$ cat src/rtl/mem_stage_pkg.sv
// Shared widths, encodings and the MEM/WB register layout for the memory stage.
// Both the stage top and its bus interface import this package.
package mem_stage_pkg;

   localparam int WORD_DATA_W = 32;
   localparam int WORD_ADDR_W = 30;
   localparam int MEM_OP_W    = 2;
   localparam int CTRL_OP_W   = 2;
   localparam int REG_ADDR_W  = 5;
   localparam int ISA_EXP_W   = 3;

   typedef enum logic [MEM_OP_W-1:0] {
      MEM_OP_NOP = 2'd0,
      MEM_OP_LDW = 2'd1,
      MEM_OP_STW = 2'd2,
      MEM_OP_RSV = 2'd3
   } mem_op_e;

   typedef enum logic [1:0] {
      BUS_IF_STATE_IDLE   = 2'd0,
      BUS_IF_STATE_REQ    = 2'd1,
      BUS_IF_STATE_ACCESS = 2'd2,
      BUS_IF_STATE_STALL  = 2'd3
   } bus_if_state_e;

   localparam logic [CTRL_OP_W-1:0] CTRL_OP_NOP        = 2'd0;
   localparam logic [ISA_EXP_W-1:0] ISA_EXP_NO_EXP     = 3'd0;
   localparam logic [ISA_EXP_W-1:0] ISA_EXP_MISS_ALIGN = 3'd4;

   typedef struct packed {
      logic [WORD_ADDR_W-1:0] pc;
      logic                   en;
      logic                   br_flag;
      logic [CTRL_OP_W-1:0]   ctrl_op;
      logic [REG_ADDR_W-1:0]  dst_addr;
      logic                   gpr_we_n;
      logic [ISA_EXP_W-1:0]   exp_code;
      logic [WORD_DATA_W-1:0] out;
   } mem_wb_t;

   // Bubble value: used both at reset and on flush.
   function automatic mem_wb_t mem_wb_bubble();
      mem_wb_t b;
      b          = '0;
      b.gpr_we_n = 1'b1;
      b.ctrl_op  = CTRL_OP_NOP;
      b.exp_code = ISA_EXP_NO_EXP;
      return b;
   endfunction

   function automatic logic is_mem_op(input logic [MEM_OP_W-1:0] op);
      return (op == MEM_OP_LDW) || (op == MEM_OP_STW);
   endfunction

endpackage

$ cat src/rtl/mem_stage_bus_if.sv
// Bus request/grant/ready sequencer for word loads and stores, plus the
// stage-result mux that selects live bus data, buffered data or the ALU value.
module mem_stage_bus_if
   import mem_stage_pkg::*;
(
   input  logic                   clk,
   input  logic                   reset,
   input  logic                   stall_i,
   input  logic                   acc_i,
   input  logic                   ld_i,
   input  logic                   miss_align_i,
   input  logic [WORD_ADDR_W-1:0] addr_i,
   input  logic [WORD_DATA_W-1:0] wr_data_i,
   input  logic [WORD_DATA_W-1:0] ex_out_i,
   output logic                   busy_o,
   output logic [WORD_DATA_W-1:0] result_o,
   input  logic [WORD_DATA_W-1:0] bus_rd_data_i,
   input  logic                   bus_rdy_n_i,
   input  logic                   bus_grnt_n_i,
   output logic                   bus_req_n_o,
   output logic [WORD_ADDR_W-1:0] bus_addr_o,
   output logic                   bus_as_n_o,
   output logic                   bus_rw_o,
   output logic [WORD_DATA_W-1:0] bus_wr_data_o
);

   bus_if_state_e          state_q;
   logic                   req_n_q;
   logic                   as_n_q;
   logic [WORD_ADDR_W-1:0] addr_q;
   logic                   rw_q;
   logic [WORD_DATA_W-1:0] wr_data_q;
   logic [WORD_DATA_W-1:0] rd_buf_q;

   // Address/rw/data are only non-zero during the single strobe cycle.
   always_ff @(posedge clk) begin
      if (reset) begin
         state_q   <= BUS_IF_STATE_IDLE;
         req_n_q   <= 1'b1;
         as_n_q    <= 1'b1;
         addr_q    <= '0;
         rw_q      <= 1'b0;
         wr_data_q <= '0;
         rd_buf_q  <= '0;
      end else begin
         case (state_q)
            BUS_IF_STATE_IDLE: begin
               if (acc_i) begin
                  req_n_q <= 1'b0;
                  state_q <= BUS_IF_STATE_REQ;
               end
            end
            BUS_IF_STATE_REQ: begin
               if (!bus_grnt_n_i) begin
                  as_n_q    <= 1'b0;
                  addr_q    <= addr_i;
                  rw_q      <= ld_i;
                  wr_data_q <= wr_data_i;
                  state_q   <= BUS_IF_STATE_ACCESS;
               end
            end
            BUS_IF_STATE_ACCESS: begin
               as_n_q    <= 1'b1;
               addr_q    <= '0;
               rw_q      <= 1'b0;
               wr_data_q <= '0;
               if (!bus_rdy_n_i) begin
                  req_n_q  <= 1'b1;
                  rd_buf_q <= bus_rd_data_i;
                  state_q  <= stall_i ? BUS_IF_STATE_STALL : BUS_IF_STATE_IDLE;
               end
            end
            default: begin
               if (!stall_i) state_q <= BUS_IF_STATE_IDLE;
            end
         endcase
      end
   end

   // STALL holds the finished result without raising busy, so nothing re-issues.
   always_comb begin
      busy_o   = 1'b0;
      result_o = ex_out_i;
      case (state_q)
         BUS_IF_STATE_IDLE:   busy_o = acc_i;
         BUS_IF_STATE_REQ:    busy_o = 1'b1;
         BUS_IF_STATE_ACCESS: begin
            if (bus_rdy_n_i)  busy_o   = 1'b1;
            else if (ld_i)    result_o = bus_rd_data_i;
         end
         default: begin
            if (ld_i) result_o = rd_buf_q;
         end
      endcase
      if (miss_align_i) result_o = '0;
   end

   assign bus_req_n_o   = req_n_q;
   assign bus_as_n_o    = as_n_q;
   assign bus_addr_o    = addr_q;
   assign bus_rw_o      = rw_q;
   assign bus_wr_data_o = wr_data_q;

endmodule

$ cat src/rtl/mem_stage.sv
// Memory-access pipeline stage: alignment check, bus sequencing via
// mem_stage_bus_if, and the MEM/WB pipeline register.
module mem_stage
   import mem_stage_pkg::*;
(
   input  logic                   clk,
   input  logic                   reset,
   input  logic                   stall,
   input  logic                   flush,
   output logic                   busy,
   output logic [WORD_DATA_W-1:0] fwd_data,
   input  logic [WORD_ADDR_W-1:0] ex_pc,
   input  logic                   ex_en,
   input  logic                   ex_br_flag,
   input  logic [MEM_OP_W-1:0]    ex_mem_op,
   input  logic [WORD_DATA_W-1:0] ex_mem_wr_data,
   input  logic [CTRL_OP_W-1:0]   ex_ctrl_op,
   input  logic [REG_ADDR_W-1:0]  ex_dst_addr,
   input  logic                   ex_gpr_we_,
   input  logic [ISA_EXP_W-1:0]   ex_exp_code,
   input  logic [WORD_DATA_W-1:0] ex_out,
   input  logic [WORD_DATA_W-1:0] bus_rd_data,
   input  logic                   bus_rdy_,
   input  logic                   bus_grnt_,
   output logic                   bus_req_,
   output logic [WORD_ADDR_W-1:0] bus_addr,
   output logic                   bus_as_,
   output logic                   bus_rw,
   output logic [WORD_DATA_W-1:0] bus_wr_data,
   output logic [WORD_ADDR_W-1:0] mem_pc,
   output logic                   mem_en,
   output logic                   mem_br_flag,
   output logic [CTRL_OP_W-1:0]   mem_ctrl_op,
   output logic [REG_ADDR_W-1:0]  mem_dst_addr,
   output logic                   mem_gpr_we_,
   output logic [ISA_EXP_W-1:0]   mem_exp_code,
   output logic [WORD_DATA_W-1:0] mem_out
);

   logic    mem_op;
   logic    miss_align;
   logic    acc;
   logic    ld;
   mem_wb_t mem_wb_d;
   mem_wb_t mem_wb_q;

   assign mem_op     = ex_en & is_mem_op(ex_mem_op);
   assign miss_align = mem_op & (ex_out[1:0] != 2'b00);
   assign acc        = mem_op & ~miss_align;
   assign ld         = (ex_mem_op == MEM_OP_LDW);

   mem_stage_bus_if u_bus_if (
      .clk           (clk),
      .reset         (reset),
      .stall_i       (stall),
      .acc_i         (acc),
      .ld_i          (ld),
      .miss_align_i  (miss_align),
      .addr_i        (ex_out[WORD_DATA_W-1:2]),
      .wr_data_i     (ex_mem_wr_data),
      .ex_out_i      (ex_out),
      .busy_o        (busy),
      .result_o      (fwd_data),
      .bus_rd_data_i (bus_rd_data),
      .bus_rdy_n_i   (bus_rdy_),
      .bus_grnt_n_i  (bus_grnt_),
      .bus_req_n_o   (bus_req_),
      .bus_addr_o    (bus_addr),
      .bus_as_n_o    (bus_as_),
      .bus_rw_o      (bus_rw),
      .bus_wr_data_o (bus_wr_data)
   );

   // Flush wins over everything but is itself held off by stall.
   always_comb begin
      mem_wb_d = mem_wb_q;
      if (!stall) begin
         if (flush) begin
            mem_wb_d = mem_wb_bubble();
         end else begin
            mem_wb_d.pc       = ex_pc;
            mem_wb_d.en       = ex_en;
            mem_wb_d.br_flag  = ex_br_flag;
            mem_wb_d.ctrl_op  = ex_ctrl_op;
            mem_wb_d.dst_addr = ex_dst_addr;
            mem_wb_d.gpr_we_n = ex_gpr_we_;
            mem_wb_d.exp_code = ex_exp_code;
            mem_wb_d.out      = fwd_data;
            if (miss_align) begin
               mem_wb_d.ctrl_op  = CTRL_OP_NOP;
               mem_wb_d.gpr_we_n = 1'b1;
               mem_wb_d.exp_code = ISA_EXP_MISS_ALIGN;
               mem_wb_d.out      = '0;
            end
         end
      end
   end

   always_ff @(posedge clk) begin
      if (reset) mem_wb_q <= mem_wb_bubble();
      else       mem_wb_q <= mem_wb_d;
   end

   assign mem_pc       = mem_wb_q.pc;
   assign mem_en       = mem_wb_q.en;
   assign mem_br_flag  = mem_wb_q.br_flag;
   assign mem_ctrl_op  = mem_wb_q.ctrl_op;
   assign mem_dst_addr = mem_wb_q.dst_addr;
   assign mem_gpr_we_  = mem_wb_q.gpr_we_n;
   assign mem_exp_code = mem_wb_q.exp_code;
   assign mem_out      = mem_wb_q.out;

endmodule

$ cat config.mk
export PLATFORM = sky130hd
export DESIGN_NAME = mem_stage
export DESIGN_NICKNAME = d
export VERILOG_FILES = /design/src/rtl/mem_stage_pkg.sv /design/src/rtl/mem_stage_bus_if.sv /design/src/rtl/mem_stage.sv
export SDC_FILE = /design/constraint.sdc
export NUM_CORES = 1
export LEC_CHECK = 0
export ABC_CLOCK_PERIOD_IN_PS = 4000
export CAP_MARGIN = 20
export CELL_PAD_IN_SITES_DETAIL_PLACEMENT = 0
export CELL_PAD_IN_SITES_GLOBAL_PLACEMENT = 1
export CORE_ASPECT_RATIO = 0.5
export CORE_MARGIN = 1
export CORE_UTILIZATION = 33
export CTS_BUF_LIST = sky130_fd_sc_hd__clkbuf_16
export DETAILED_ROUTE_END_ITERATION = 8
export HOLD_SLACK_MARGIN = 0.02
export PLACE_DENSITY_LB_ADDON = 0.08
export SYNTH_ARGS = -nofsm -noshare
export SYNTH_HDL_FRONTEND = slang
export SYNTH_SLANG_ARGS = --single-unit
$ cat constraint.sdc
create_clock -name clk -period 4 [get_ports clk]
set_clock_uncertainty 0.1 [all_clocks]
set_input_delay 0.8 -clock clk [delete_from_list [all_inputs] [get_ports clk]]
set_output_delay 0.8 -clock clk [all_outputs]
set_load 0.1 [all_outputs]
==> results of run 1 <==
==> metal layers <==
metal | vias up | GRT usage, % | wire [um]
li1 | 3542 | - | -
met1 | 3503 | 30.6 | 12300
met2 | 226 | 36.4 | 12200
met3 | 34 | 7.67 | 1910
met4 | 0 | 8.63 | 406
met5 | - | 0 | 0
==> logic make-up after synthesis <==
family,count (synthesis),share of synthesized area (%)
fa+ha+maj,5,0.855
simple gates,329,21.3
compound gates,217,21.0
buf+inv,82,4.75
mux,33,4.51
flops,174,47.6
==> final timing paths <==
path / cells after the start / slack [ns] / to
worst max-delay path: 8 / 0.26 / fwd_data[4]
worst min-delay path: 2 / 0.35 / u_bus_if.bus_addr_o[23]
worst max register to register: 6 / 1.76 / u_bus_if.bus_wr_data_o[0]
worst min register to register: 2 / 0.35 / u_bus_if.bus_addr_o[23]
==> power groups by stage <==
stage	sequential [W]	clock (W)	combinational, W
2_1_floorplan	0.00391	0	0.00140
4_1_cts	0.00213	0.00165	0.00448
6_report	0.00213	0.00160	0.00445
3_3_place_gp	0.00215	0	0.00445
3_5_place_dp	0.00217	0	0.00447
5_1_grt	0.00216	0.00173	0.00461
==> sequential cells by signal, indices dropped and copies added (netlist names), 2 cells and up <==
signal,cells
mem_dst_addr,5
mem_pc,30
mem_exp_code,3
u_bus_if.rd_buf_q,32
mem_out,32
u_bus_if.bus_wr_data_o,32
u_bus_if.state_q,2
mem_ctrl_op,2
u_bus_if.bus_addr_o,30
==> critical path, stage by stage <==
cell and delay, ns:
clkdlybuf4s50_1 0.47, ha_2 0.21, nand2b_1 0.07, a211o_1 0.33, buf_12 0.19, a221o_1 0.39, and3_1 0.21, buf_12 0.17
==> cells in the final DEF (no fill, tap or decap), drive strengths merged <==
cell,netlist,layout
nor3b,3,3
a22oi,35,35
clkbuf,55,17
a211o,1,1
a21oi,111,111
nand3,2,2
and3,32,32
inv,3,3
mux2i,33,33
or3,1,1
a21o,2,2
a22o,1,1
nand3b,50,50
bufinv,0,2
and2,2,2
clkinvlp,0,4
nand2b,2,2
nor2b,4,4
or4b,1,1
nand2,186,186
or2,2,2
nor2,44,44
a221o,32,32
buf,24,56
o21bai,1,1
a32o,32,32
clkinv,0,9
a221oi,1,1
a311oi,1,1
clkdlybuf4s50,0,284
ha,5,5
dfxtp,174,174
==> area by class of cell <==
type,count,area (um2),area share (%)
clock buffer,17,425,3.64
clock inverter,15,129,1.10
inverter,3,11.3,0.0965
multi-input combinational,584,3520,30.2
sequential,174,3480,29.8
tap,300,375,3.22
timing repair buffer,340,3720,31.9
==> per-stage QoR <==
stage / hold slack (ns) / util [%] / instances / power [W] / instance area [um2]
3_5_place_dp: 0.338 / 51.2 / 1401 / 0.00664 / 11100
5_1_grt: 0.369 / 53.7 / 1433 / 0.00850 / 11700
3_3_place_gp: 0.335 / 51.2 / 1401 / 0.00660 / 11100
6_report: 0.348 / 53.7 / 1433 / 0.00818 / 11700
2_1_floorplan: 0.336 / - / 840 / 0.00531 / 7320
4_1_cts: 0.353 / 53.7 / 1433 / 0.00826 / 11700
==> impl_metrics.toml, run 1 <==
[logic_synthesis]
ys_top_cells_by_count = "nand2_1, dfxtp_1, a21oi_1"
ys_seq_area_share_pct = 47.6
post-synth-top-count-cell = "nand2_1"
synth_nets = 992
synth_cell_types = 33
synth-edff-count = 0
avgSynthCellArea_um2 = 8.72
synth_top_area_share_pct = 47.6
synth_area_um2 = 7320
synth_area_leader_cell = "dfxtp_1"
syn_inst = 840
ys_ff_latch = 174
async_flop_share_pct = 0
ys_warn_count = 0
synth_area_leaders = "dfxtp_1, nand2_1, a21oi_1, nand3b_1, mux2i_1"
synth-main-ff-cell = "dfxtp_1"

[sta]
min_period_ns = 3.74
setup_viol = 0
maxSlewViolCount = 0
setup_slack_ns = 0.257
finalHoldViolCount = 0
worst_pin_slew_ns = 1.13
fmax_mhz = 267
relSlewSlack_pct = 24.5
tns_ns = 0
fin_crit_sh_pct = 93.6
rsz0062_at_grt = "false"

[cts]
root_buffer = "clkbuf_16"
path_clk_slew_ns = 0.06
ctsHoldBuffers = 0
cts_setup_buffers = 0
tritoncts = "built"
cts_resized = 0
htreeDepth = 4
insertion_delay_ns = 0.43
cts_sinks = 174
cts-buffers-inserted = 17
clock_path_buffers = 2

[floorplan]
start_util_pct = 33.7
io_pins = 320
num_rows = 38
die_w_um = 213
core_um2 = 21700
die_area_um2 = 22800
die_h_um = 107

[worst_setup_path]
crit_path_start = "ex_mem_op[0]"
r2r-start = "u_bus_if.state_q[0]"
worstPathRequired_ns = 3.10
arrival_ns = 2.84
worstSetupPathType = "in -> out"
critPathCaptureType = "primary output"
path_max_fanout = 32
worstSetupStartpointType = "input port"

[finish]
syn_to_final_growth_pct = 59.4
n_antenna_cell = 0
n_fill_cell = 2000
final_layout_size_suffix_gt1_share_pct = 8.38
fin_nets = 1272

[power]
cellLeakagePower_nw = 4.14
sw_frac_of_total_pct = 49.7
p_seq_share_pct = 26.0
power.switching_w = 0.00407
internal-power_w = 0.00412
powerDensity_nw_per_um2 = 701
ir_drop_mv = 0.411
p_clk_share_pct = 19.6
pwr-share-comb_pct = 54.4

[global_routing]
antenna_found_initial = 0
grt_first_pass_wirelength_um = 40900
overflow = 0
grt_max_degree = 56
track_usage_pct = 23.6
grt_pass1_vias = 7225

[route]
route.detailed.drc = 0
postRouteAntennaNets = 0
wire_per_inst_um = 18.7
first_pass_iters = 5
drt_iter0_drc = 518
drt_wl_total_um = 26800
via_count = 7305
vias_per_cell = 5.10

[hold_path]
hp-start = "u_bus_if.bus_addr_o[23]"
min_path_type = "reg -> reg"

[status]
status = "finished, final reports clean"

[job]
max-cap-violations = 0

[placed_design]
pre_cts_ws_ns = 0.252
port_buffers = 319
routabilityCongestion = 0.789
dp.final_hpwl_um = 18700
Note: power is estimated with default switching activity, not from simulation.
==> run 2, diff against run 1 <==
--- a/config.mk
+++ b/config.mk
@@ -5,6 +5,7 @@
 export SDC_FILE = /design/constraint.sdc
 export NUM_CORES = 1
 export LEC_CHECK = 0
+export ABC_AREA = 1
 export ABC_CLOCK_PERIOD_IN_PS = 4000
 export CAP_MARGIN = 20
 export CELL_PAD_IN_SITES_DETAIL_PLACEMENT = 0
==> run 2 against run 1 <==
  * Setup slack better by 0.19 ns
  * Sequential share of layout area is 2.1 points lower
  * Largest power group unchanged
  * Non-clock buffer count is 3 lower
==> impl_metrics.toml, run 2 <==
[cts]
htreeDepth = 4
tritoncts = "built"
cts_sinks = 174
clock_path_buffers = 2
insertion_delay_ns = 0.45
ctsHoldBuffers = 0
path_clk_slew_ns = 0.07
cts_setup_buffers = 0
cts-buffers-inserted = 17
root_buffer = "clkbuf_16"
cts_resized = 0

[logic_synthesis]
ys_warn_count = 0
syn_inst = 1212
ys_seq_area_share_pct = 41.7
synth-edff-count = 0
ys_top_cells_by_count = "nand2_1, a21oi_1, dfxtp_1"
synth_nets = 1364
synth_area_leaders = "dfxtp_1, nand2_1, a21oi_1, nand3_1, nor2_1"
post-synth-top-count-cell = "nand2_1"
async_flop_share_pct = 0
synth_area_leader_cell = "dfxtp_1"
avgSynthCellArea_um2 = 6.88
ys_ff_latch = 174
synth_top_area_share_pct = 41.7
synth-main-ff-cell = "dfxtp_1"
synth_cell_types = 28
synth_area_um2 = 8340

[sta]
whs_ns = 0.355
fin_crit_sh_pct = 88.9
tns_ns = 0
min_period_ns = 3.56
relSlewSlack_pct = 26.7
worst_pin_slew_ns = 1.10
fmax_mhz = 281
setup_slack_ns = 0.443
finalHoldViolCount = 0
maxSlewViolCount = 0
rsz0062_at_grt = "false"
setup_viol = 0

[floorplan]
core_um2 = 24400
start_util_pct = 34.2
die_w_um = 227
num_rows = 40
die_area_um2 = 26000
die_h_um = 114
io_pins = 320

[global_routing]
grt_first_pass_wirelength_um = 46000
grt_pass1_vias = 8365
track_usage_pct = 23.1
overflow = 0
grt_max_degree = 79
antenna_found_initial = 0

[finish]
final_layout_size_suffix_gt1_share_pct = 8.60
n_fill_cell = 2439
stdcell_count = 1824
syn_to_final_growth_pct = 50.7
n_antenna_cell = 0
fin_nets = 1627
mostFrequentLayoutCells = "nand2_1, clkdlybuf4s50_1, a21oi_1, dfxtp_1, nor2_1"
final_common_cell = "nand2_1"

[worst_setup_path]
worstSetupPathType = "in -> out"
cp_slowest_stage_delay_ns = 0.51
worstPathRequired_ns = 3.10
crit_buf_inv = 4
critical-path-top-delay-family = "buffers and inverters"
critPathCaptureType = "primary output"
worstSetupStartpointType = "input port"
cp_cell_sequence = "clkdlybuf4s50_1, ha_4, buf_4, nand2_2, buf_12, nand2_1, nand3_1, nand2_1, and2_1, buf_12"
crit_slowest_cell = "clkdlybuf4s50_1"
arrival_ns = 2.66
path_max_fanout = 32

[route]
route.detailed.drc = 0
wire_per_inst_um = 16.3
first_pass_iters = 5
drt_iter0_drc = 527
drt_wl_total_um = 29700
postRouteAntennaNets = 0
via_count = 8756
vias_per_cell = 4.80

[placed_design]
port_buffers = 319
dp_cells = 1792
pre_cts_ws_ns = 0.442
dp.final_hpwl_um = 20500
routabilityCongestion = 0.795

[hold_path]
min_path_type = "reg -> reg"

[power]
powerDensity_nw_per_um2 = 728
cellLeakagePower_nw = 4.84
ir_drop_mv = 0.309

[job]
max-cap-violations = 0

[status]
status = "finished, final reports clean"
-- run 2: cell types whose count changed after synthesis, moves of 32 or more --
cell / previous run / this run
mux2i_1: 33 / 0
clkbuf_1: 55 / 17
a21oi_1: 110 / 187
nor2_1: 44 / 133
inv_1: 3 / 71
a32o_1: 32 / 0
nand3_1: 2 / 115
buf_2: 11 / 56
nand3b_1: 50 / 1
nand2_1: 186 / 303
a22oi_1: 35 / 0
and3_1: 32 / 0
a221o_1: 32 / 0
-- run 2: worst paths after layout --
| check | startpoint | endpoint | slack, ns | cells after the start |
|---|---|---|---|---|
| worst min-delay path | u_bus_if.bus_req_n_o | u_bus_if.bus_req_n_o | 0.36 | 2 |
| worst min register to register | u_bus_if.bus_req_n_o | u_bus_if.bus_req_n_o | 0.36 | 2 |
| worst max-delay path | ex_mem_op[0] | fwd_data[0] | 0.44 | 10 |
| worst max register to register | u_bus_if.state_q[0] | u_bus_if.bus_wr_data_o[6] | 1.44 | 6 |
-- run 2: worst register-to-register path: stages, from the launching register on --
cell     delay, ns
dfxtp_1       0.36
inv_1         0.10
ha_2          0.54
inv_2         0.11
buf_4         0.35
o21ai_2       0.74
nor3_1        0.11
-- run 2: routing by layer --
layer,part of all wire [%],global-route usage [%]
met5,0,0
met4,1.1,6.13
met3,7.3,7.88
met2,46,36.5
met1,46,30.0
-- run 2: area by class of cell --
cell class	count	area, um2	area share (%)
Clock buffer	17	425	3.38
Clock inverter	15	146	1.16
Inverter	75	282	2.24
Multi-Input combinational cell	870	4100	32.6
Sequential cell	174	3480	27.7
Tap cell	336	420	3.34
Timing Repair Buffer	337	3720	29.5
-- run 2: through the flow --
| step | util [%] | instance area, um2 | power (W) |
|---|---|---|---|
| final | 51.5 | 12600 | 0.00916 |
| after detailed placement | 49.1 | 12000 | 0.00756 |
| after floorplan | - | 8340 | 0.00606 |
| after global routing | 51.5 | 12600 | 0.00956 |
| after global placement | 49.1 | 12000 | 0.00753 |
| after CTS | 51.5 | 12600 | 0.00925 |
-- run 2: power by group --
part	switching [W]	internal (W)
registers	0.000167	0.00206
clock network	0.000742	0.000916
logic	0.00389	0.00139
total	0.00479	0.00437
-- run 2: logic make-up after synthesis --
family | after synthesis | share of synthesized area (%)
buffers and inverters | 168 | 9.48
AND/OR/NAND/NOR | 639 | 34.3
AO/OA/AOI/OAI | 226 | 13.7
adder cells (fa/ha/maj) | 5 | 0.750
flip-flops | 174 | 41.7
==> run 3, diff against run 2 <==
--- a/config.mk
+++ b/config.mk
@@ -16,6 +16,7 @@
 export CTS_BUF_LIST = sky130_fd_sc_hd__clkbuf_16
 export DETAILED_ROUTE_END_ITERATION = 8
 export HOLD_SLACK_MARGIN = 0.02
+export MAX_ROUTING_LAYER = met4
 export PLACE_DENSITY_LB_ADDON = 0.08
 export SYNTH_ARGS = -nofsm -noshare
 export SYNTH_HDL_FRONTEND = slang
==> run 3 against run 2 <==
  * Clock power hardly changed
  * Largest power group unchanged
  * Critical endpoint is now fwd_data[1]
  * First-iteration DRC count is 7.2% higher
  * Setup slack worse by 0.0054 ns
==> impl_metrics.toml, run 3 (synthesis gave the netlist of run 2 again) <==
[status]
status = "finished, final reports clean"

[cts]
clock_path_buffers = 2
root_buffer = "clkbuf_16"
path_clk_slew_ns = 0.07
cts-buffers-inserted = 17
tritoncts = "built"
cts_resized = 0
insertion_delay_ns = 0.44
cts_setup_buffers = 0
cts_sinks = 174
htreeDepth = 4
ctsHoldBuffers = 0

[worst_setup_path]
worstSetupStartpointType = "input port"
crit_buf_inv = 4
critPathCaptureType = "primary output"
arrival_ns = 2.66
critical-path-top-delay-family = "buffers and inverters"
worst-r2r-setup-slack_ns = 1.44
worstPathRequired_ns = 3.10
cp_cell_sequence = "clkdlybuf4s50_1, ha_4, buf_4, nand2_2, buf_12, nand2_1, nand3_1, nand2_1, and2_1, buf_12"
crit_slowest_cell = "clkdlybuf4s50_1"
path_max_fanout = 32
cp_slowest_stage_delay_ns = 0.51
worstSetupPathType = "in -> out"

[power]
ir_drop_mv = 0.309
powerDensity_nw_per_um2 = 729
cellLeakagePower_nw = 4.84

[finish]
fin_nets = 1627
syn_to_final_growth_pct = 50.7
stdcell_count = 1824
final_common_cell = "nand2_1"
final_util_pct = 51.5
n_antenna_cell = 0
final_layout_size_suffix_gt1_share_pct = 8.60
multi_input_area_um2 = 4100
n_fill_cell = 2439
mostFrequentLayoutCells = "nand2_1, clkdlybuf4s50_1, a21oi_1, dfxtp_1, nor2_1"
seqCellArea_um2 = 3480

[sta]
setup_slack_ns = 0.438
maxSlewViolCount = 0
rsz0062_at_grt = "false"
finalHoldViolCount = 0
fmax_mhz = 281
relSlewSlack_pct = 27.2
min_period_ns = 3.56
tns_ns = 0
worst_pin_slew_ns = 1.09
setup_viol = 0
fin_crit_sh_pct = 89.1

[placed_design]
pre_cts_ws_ns = 0.442
dp.final_hpwl_um = 20500
port_buffers = 319
routabilityCongestion = 0.806
dp_cells = 1792

[floorplan]
start_util_pct = 34.2
core_um2 = 24400
io_pins = 320
num_rows = 40
die_w_um = 227
die_h_um = 114
die_area_um2 = 26000

[job]
max-cap-violations = 0

[route]
route.detailed.drc = 0
postRouteAntennaNets = 0
first_pass_iters = 5
wire_per_inst_um = 16.3
vias_per_cell = 4.79
drt_iter0_drc = 565
drt_wl_total_um = 29700
via_count = 8744

[global_routing]
track_usage_pct = 23.8
grt_pass1_vias = 8370
grt_first_pass_wirelength_um = 46100
antenna_found_initial = 0
grt_max_degree = 79
overflow = 0

[hold_path]
min_path_type = "reg -> reg"
-- run 3: cell counts in the layout (fill, tap and decap cells not counted) --
Identical to the previous run, type by type.
-- run 3: tightest hold or removal path, delay by kind of cell, from the launching register on --
| kind | cells | cell delay (ns) |
|---|---|---|
| flops | 1 | 0.31 |
| simple gates | 2 | 0.10 |
-- run 3: metal layers --
metal / vias up / wire length (um) / track usage, % / share of wire [%]
li1: 4427 / - / - / -
met1: 4084 / 14000 / 30.6 / 47
met2: 210 / 13400 / 36.4 / 45
met3: 23 / 2040 / 7.19 / 6.9
met4: 0 / 314 / 6.13 / 1.1
met5: - / 0 / - / 0
-- run 3: path summary, 6_finish.rpt --
check	from	end	cells past startpoint
worst max-delay path	ex_mem_op[0]	fwd_data[1]	10
worst min register to register	u_bus_if.bus_req_n_o	u_bus_if.bus_req_n_o	2
worst min-delay path	u_bus_if.bus_req_n_o	u_bus_if.bus_req_n_o	2
worst max register to register	u_bus_if.state_q[0]	u_bus_if.bus_wr_data_o[6]	6
-- run 3: where the power goes --
part,total (W),internal [W],switching (W),leakage (nW)
Clock,0.00166,0.000916,0.000744,0.278
Combinational,0.00527,0.00139,0.00389,3.14
Sequential,0.00223,0.00206,0.000167,1.42
Total,0.00916,0.00437,0.00480,4.84
-- run 3: cell type report --
cell class	instances	area share, %
clock buffer	17	3.38
sequential	174	27.7
clock inverter	15	1.16
inverter	75	2.24
timing repair buffer	337	29.5
multi-input combinational	870	32.6
tap	336	3.34
-- run 3: per-stage QoR --
stage,area [um2],hold slack [ns],power [W]
floorplan,8340,0.389,0.00606
global placement,12000,0.334,0.00753
detailed placement,12000,0.345,0.00756
CTS,12600,0.358,0.00925
global route,12600,0.380,0.00956
finish,12600,0.354,0.00916
